<file path="src/rtl/cordic_sweep_ctrl.sv">
// Sweep sequencer for the 16-stage CORDIC NCO.
// Steps tones, waits out the NCO fill and forwards tagged samples.
module cordic_sweep_ctrl #(
  parameter int LAT = 20
) (
  input  logic        Clk_i,
  input  logic        Rst_i,
  input  logic        Go_i,
  input  logic        Abort_i,
  input  logic [15:0] FreqStart_i,
  input  logic [15:0] FreqStep_i,
  input  logic [7:0]  StepCount_i,
  input  logic [15:0] DwellLen_i,
  input  logic [15:0] Sine_i,
  input  logic [15:0] Cos_i,
  output logic [15:0] NcoAngle_o,
  output logic        NcoStart_o,
  output logic [15:0] Sine_o,
  output logic [15:0] Cos_o,
  output logic        SampleValid_o,
  output logic [7:0]  ToneIdx_o,
  output logic        LastSample_o,
  output logic        Busy_o,
  output logic        Done_o
);

  typedef enum logic [1:0] {
    IDLE,
    RESTART,
    FILL,
    RUN
  } state_t;

  localparam logic [15:0] FILL_END = 16'(LAT - 1);

  state_t      state;
  logic [15:0] angle;
  logic [15:0] step;
  logic [15:0] dwell_end;
  logic [15:0] cnt;
  logic [7:0]  tone;
  logic [7:0]  last_tone;
  logic [7:0]  run_tone;
  logic        run_q;
  logic        run_last;
  logic        in_flight;
  logic        kill;
  logic        accept;

  // Busy_o covers the trailing capture cycle after the FSM has
  // returned to IDLE, so it also gates Go/Abort there.
  assign in_flight = (state != IDLE) || Busy_o;
  assign kill      = Abort_i && in_flight;
  assign accept    = Go_i && !Abort_i && !in_flight;

  // Sweep FSM with registered NCO controls and a one-deep capture stage.
  always_ff @(posedge Clk_i) begin
    if (Rst_i) begin
      state         <= IDLE;
      angle         <= '0;
      step          <= '0;
      dwell_end     <= '0;
      cnt           <= '0;
      tone          <= '0;
      last_tone     <= '0;
      run_tone      <= '0;
      run_q         <= 1'b0;
      run_last      <= 1'b0;
      NcoAngle_o    <= '0;
      NcoStart_o    <= 1'b1;
      Sine_o        <= '0;
      Cos_o         <= '0;
      SampleValid_o <= 1'b0;
      ToneIdx_o     <= '0;
      LastSample_o  <= 1'b0;
      Busy_o        <= 1'b0;
      Done_o        <= 1'b0;
    end else begin
      Busy_o        <= (state != IDLE);
      SampleValid_o <= run_q && !kill;
      LastSample_o  <= run_q && run_last && !kill;
      Done_o        <= run_q && run_last && !kill;
      if (run_q && !kill) begin
        Sine_o    <= Sine_i;
        Cos_o     <= Cos_i;
        ToneIdx_o <= run_tone;
      end
      run_q    <= 1'b0;
      run_last <= 1'b0;

      unique case (state)
        IDLE: begin
          NcoStart_o <= 1'b1;
          if (accept) begin
            step      <= FreqStep_i;
            last_tone <= StepCount_i;
            dwell_end <= (DwellLen_i == 16'd0) ? 16'd0
                                               : DwellLen_i - 16'd1;
            tone      <= '0;
            angle     <= FreqStart_i;
            state     <= RESTART;
          end
        end
        RESTART: begin
          NcoStart_o <= 1'b1;
          NcoAngle_o <= angle;
          cnt        <= '0;
          state      <= FILL;
        end
        FILL: begin
          NcoStart_o <= 1'b0;
          if (cnt == FILL_END) begin
            cnt   <= '0;
            state <= RUN;
          end else begin
            cnt <= cnt + 16'd1;
          end
        end
        RUN: begin
          NcoStart_o <= 1'b0;
          run_q      <= 1'b1;
          run_tone   <= tone;
          if (cnt == dwell_end) begin
            cnt <= '0;
            if (tone == last_tone) begin
              run_last <= 1'b1;
              state    <= IDLE;
            end else begin
              tone  <= tone + 8'd1;
              angle <= angle + step;
              state <= RESTART;
            end
          end else begin
            cnt <= cnt + 16'd1;
          end
        end
      endcase

      if (kill) begin
        state      <= IDLE;
        NcoStart_o <= 1'b1;
        Busy_o     <= 1'b0;
        run_q      <= 1'b0;
        run_last   <= 1'b0;
      end
    end
  end

endmodule

</file>
<file path="config.mk">
export PLATFORM = sky130hd
export DESIGN_NAME = cordic_sweep_ctrl
export DESIGN_NICKNAME = d
export VERILOG_FILES = /design/src/rtl/cordic_sweep_ctrl.sv
export SDC_FILE = /design/constraint.sdc
export NUM_CORES = 1
export LEC_CHECK = 0
export BUFFER_PORTS_ARGS = -buffer_cell sky130_fd_sc_hd__buf_4
export CORE_UTILIZATION = 45
export CTS_BUF_LIST = sky130_fd_sc_hd__clkbuf_2
export CTS_CLUSTER_SIZE = 8
export DETAILED_ROUTE_END_ITERATION = 16
export PLACE_DENSITY_LB_ADDON = 0.3
export SETUP_SLACK_MARGIN = 0.2
export SYNTH_ARGS = -nofsm -noshare
export SYNTH_HDL_FRONTEND = slang
export SYNTH_SLANG_ARGS = --single-unit
export TNS_END_PERCENT = 1
</file>
<file path="constraint.sdc">
create_clock -name Clk_i -period 3.5 [get_ports Clk_i]
set_clock_uncertainty 0.2 [all_clocks]
set_input_delay 0.175 -clock Clk_i [delete_from_list [all_inputs] [get_ports Clk_i]]
set_output_delay 0.175 -clock Clk_i [all_outputs]
set_load 0.05 [all_outputs]
</file>
==> results of run 1 <==
## through the flow
step	setup WS [ns]	util, %
floorplan	1.154	-
detailed placement	1.010	54.02
global placement	1.088	54.02
## synthesized netlist by cell type, types with 2 or more instances
cell type	n	area [um^2]
ha_1	24	300.3
xnor2_1	42	367.9
nor2_1	76	285.3
or3_1	8	50.05
buf_4	4	30.03
o2bb2ai_1	2	17.52
a21boi_0	4	30.03
o211ai_1	2	15.01
dfxtp_1	152	3043
a21o_1	2	15.01
nor3_1	25	125.1
clkbuf_2	2	10.01
o21ai_0	24	120.1
inv_1	8	30.03
nor3b_2	2	25.02
buf_2	4	20.02
nand3b_1	6	45.04
nand4_1	12	75.07
and3_1	8	50.05
a31oi_1	3	18.77
clkbuf_1	42	157.7
o21bai_1	2	15.01
nor3b_1	2	15.01
nor2b_1	3	18.77
nor4_1	4	25.02
nand4b_1	2	17.52
a211oi_1	12	90.09
nand2b_1	4	25.02
nand3_1	15	75.07
or4_1	6	45.04
mux2i_1	38	380.4
a22oi_1	17	127.6
a21oi_1	105	525.5
nand2_1	166	623.1
and2_1	4	25.02
xor2_1	11	96.34
or2_2	3	18.77
o31ai_1	3	22.52
## kinds of logic after synthesis
kind of cell / count (synthesis)
flops: 152
fa+ha+maj: 25
compound gates: 188
buf+inv: 62
xor+xnor: 54
mux: 38
simple gates: 354
==> key figures, run 1 <==
Status
  – Status: stopped before the end
  – Halt point of the flow: clock tree synthesis (4_1_cts)
  – Error message: [ERROR RSZ-0060] Max buffer count reached.

Clock network
  – TritonCTS buffer count: 17
  – Hold buffers post-CTS: 249
  – PostCTS Resize Cnt: 0
  – CTS max path bufs: 2
  – Setup bufs post-CTS: 0
  – CTS sink cnt: 152
  – Root Driver: clkbuf_2
  – H-tree Lvls: 4

Synthesis
  – Post-synth EDFFs: 0
  – XOR/XNOR share of the synthesized area: 6.634%
  – Syn Nets: 990
  – Ys Warns: 0
  – Sequential share of the synthesized area: 42.02%
  – Netlist Area Pre-Place: 7242 um^2
  – Synthesized area per cell: 8.295 um^2
  – Main flop type after synthesis: dfxtp_1
  – Mux share of post-synthesis cell area: 5.252%
  – Main combinational cell family by area after synthesis: simple AND/OR/NAND/NOR gates
  – Simple-gate portion of the synthesized area: 22.55%
  – Post-Synth Adder-Cell Area: 4.423%
  – Complex-gate fraction of the synthesized area: 15.50%
  – Async set-reset flop share out of synthesis: 0%
  – Synth unique cells: 62
  – Yosys reg bits: 152
  – Gate Count Post-Synth: 873

Placement
  – Port bufs: 152
  – DP HPWL: 12680 um
  – Dpl cells: 1198
  – GPL Wtd Cong: 0.9160
  – Placed instance area: 8519 um^2

Die
  – Die height: 128.9 um
  – Row count: 46
  – IO Count: 153
  – Chip Width: 128.9 um
  – Initial Utilization: 45.92%
==> inputs of run 2 (changes only) <==
CORE_UTILIZATION = 30   (was 45)
CTS_BUF_LIST = not set   (was sky130_fd_sc_hd__clkbuf_2)
CTS_CLUSTER_SIZE = not set   (was 8)
PLACE_DENSITY_LB_ADDON = 0.15   (was 0.3)
SETUP_SLACK_MARGIN = not set   (was 0.2)
==> key figures, run 2 <==
Finish
  – Cell area after layout: 10120 um^2
  – Commonest non-fill, non-tap cell in the layout: nand2_1
  – Post-layout util: 42.98%
  – Area growth syn-to-layout: 39.72%
  – Inserted Diodes: 0
  – Most frequent cells in the layout: nand2_1, buf_4, dfxtp_1, a21oi_1, dlygate4sd3_1
  – Fin nets: 1209
  – Share of cells above drive strength 1: 18.84%
  – Fillers: 2430

Drt
  – Max Used Layer: met4
  – Vias post-DR: 6737
  – Vias/cell: 4.734
  – Met2 routed WL: 10180 um
  – ANT nets after route: 0
  – Routed met1 length: 10060 um
  – # DRC: 0
  – Routed WL: 21210 um
  – WL per Instance: 14.90 um
  – Iteration-0 DRC count of the detailed router: 398
  – Pre-Repair DR Iteration Count: 5
  – Met3 Routed Length: 566 um

Setup path
  – Crit path max-delay cell type: or4_1
  – Reg2Reg Depth: 7
  – Crit Path Category: flip-flop to flip-flop
  – Crit-path cells: xnor2_1, nand4_1, nor4_4, a21oi_2, buf_4, or4_1, a21oi_1
  – Endpoint class of the critical path: flip-flop
  – Peak per-stage delay on the critical path: 0.50 ns
  – Crit Path Max Fanout: 10
  – Top Family by Delay on Critical Path: simple AND/OR/NAND/NOR gates
  – Worst reg-to-reg setup slack: 0.87 ns
  – Stages on worst setup path: 7
  – Worst setup SP type: flip-flop
  – CP arrival: 2.78 ns
  – WP buf/inv: 1
  – Worst EP required: 3.65 ns

Synthesis
  – Main area contributors after synthesis: dfxtp_1, nand2_1, a21oi_1
  – Netlist Area Pre-Place: 7242 um^2
  – Gate Count Post-Synth: 873
  – Mux share of post-synthesis cell area: 5.252%
  – Synthesized area per cell: 8.295 um^2
  – XOR/XNOR share of the synthesized area: 6.634%
  – Complex-gate fraction of the synthesized area: 15.50%
  – Most frequent cells after synthesis: nand2_1, dfxtp_1, a21oi_1
  – Yosys top cell area share: 42.02%
  – Main flop type after synthesis: dfxtp_1
  – Async set-reset flop share out of synthesis: 0%
  – Ys Warns: 0
  – Yosys reg bits: 152
  – Post-synth EDFFs: 0
  – Cell with the most instances after synthesis: nand2_1
  – Synth unique cells: 62
  – Yosys top cell by area: dfxtp_1
  – Syn Nets: 990
  – Main combinational cell family by area after synthesis: simple AND/OR/NAND/NOR gates
  – Simple-gate portion of the synthesized area: 22.55%
  – Post-Synth Adder-Cell Area: 4.423%
  – Sequential share of the synthesized area: 42.02%

Placement
  – GPL Wtd Cong: 0.8087
  – Port bufs: 152
  – Placed instance area: 8665 um^2
  – DP HPWL: 14480 um

Die
  – Initial Utilization: 30.76%
  – DIE AREA: 24770 um^2
  – IO Count: 153
  – Chip Width: 157.4 um
  – Core ar.: 23540 um^2
  – Die height: 157.4 um
  – Row count: 56

STA
  – Slew HR: 55.82%
  – Setup violators final: 0
  – RSZ-0062 raised after global routing: no
  – Fmax: 0.3809 GHz
  – Pin slew with the least headroom to its limit: 0.6627 ns
  – Final Critical Period: 2.625 ns
  – Crit share post-route: 75.01%
  – Post-route setup TNS: 0 ns
  – Slew Limit Fails: 0
  – Final Hold Vio Count: 0

GRT
  – First-pass GRT wire length: 33640 um
  – Number of global-route vias before repair: 6601
  – Initial antenna violation count: 0
  – All-Layer GR Usage: 17.48%
  – Maximum number of pins on one net before global-route repair: 59
  – Total grt overflow: 0

Status
  – Status: completed

Clock network
  – Hold buffers post-CTS: 88
  – Setup bufs post-CTS: 0
  – CTS max path bufs: 2
  – Clk slew on worst S/H paths: 0.06 ns
  – TritonCTS buffer count: 17
  – CTS tree: built
  – CTS sink cnt: 152
  – Worst-Skew Late Latency: 0.42 ns
  – H-tree Lvls: 4
  – PostCTS Resize Cnt: 0
  – Root Driver: clkbuf_16

Hold path
  – Hold Path Stages: 5
  – HP Class: input port to flip-flop

Pwr
  – Worst VDD drop: 0.0002260 V
  – Pwr dens: 495.8 nW/um^2
  – LEAKAGE: 3.918 nW

Job
  – Max_cap viols: 0
run 2: cell counts after synthesis:
Identical to the previous run, type by type.
run 2: cell families (layout without fill, tap and decap cells):
family | after synthesis | after routing
muxes | 38 | 38
xor gates and xnor gates | 54 | 54
DFF | 152 | 152
buffers and inverters | 62 | 293
AOI/OAI and AO/OA | 188 | 188
and+or+nand+nor | 354 | 354
adders and majority gates | 25 | 25
run 2: final cells by class:
| class | instances | area (um^2) | share of cell area, % |
|---|---|---|---|
| clock buffers | 20 | 446.7 | 4.414 |
| clock inverters | 11 | 126.4 | 1.249 |
| inverters | 9 | 33.78 | 0.3339 |
| multi-input cells | 659 | 3950 | 39.04 |
| flip-flops and latches | 152 | 3043 | 30.07 |
| well taps | 319 | 399.1 | 3.945 |
| repair buffers | 253 | 2120 | 20.95 |
run 2: layer usage:
metal | GRT usage, % | up-vias
met5 | 0 | -
met4 | 6.519 | 0
met3 | 2.836 | 27
met2 | 29.08 | 113
met1 | 22.60 | 3122
li1 | - | 3475
run 2: worst paths after layout:
kind                  from           end
max                 cnt[6]       tone[5]
min          DwellLen_i[1]  dwell_end[3]
min reg2reg    run_tone[4]  ToneIdx_o[4]
max reg2reg         cnt[6]       tone[5]
run 2: report_power, final:
group	total, mW	switching [mW]	internal [mW]
Combinational	1.24	0.728	0.514
Clock	1.81	0.746	1.06
Sequential	1.96	0.107	1.86
Total	5.02	1.58	3.44
run 2: worst min-delay path, cell delays in order:
cell and delay, ns:
buf_4 0.09, nor3_1 0.05, xor2_1 0.17, a22oi_1 0.09, nor2_1 0.08
run 2: stage by stage:
step / worst slack, ns / total power, mW / cells / hold WS (ns)
after CTS: 0.8940 / 5.083 / 1423 / 0.03945
after global routing: 0.6641 / 5.295 / 1423 / 0.09075
after floorplan: 1.154 / 2.797 / 873 / 0.05179
after detailed placement: 0.9155 / 3.167 / 1304 / 0.2234
after global placement: 0.9523 / 3.169 / 1304 / 0.2156
final: 0.8748 / 5.017 / 1423 / 0.05318
Note: power is estimated with default switching activity, not from simulation.
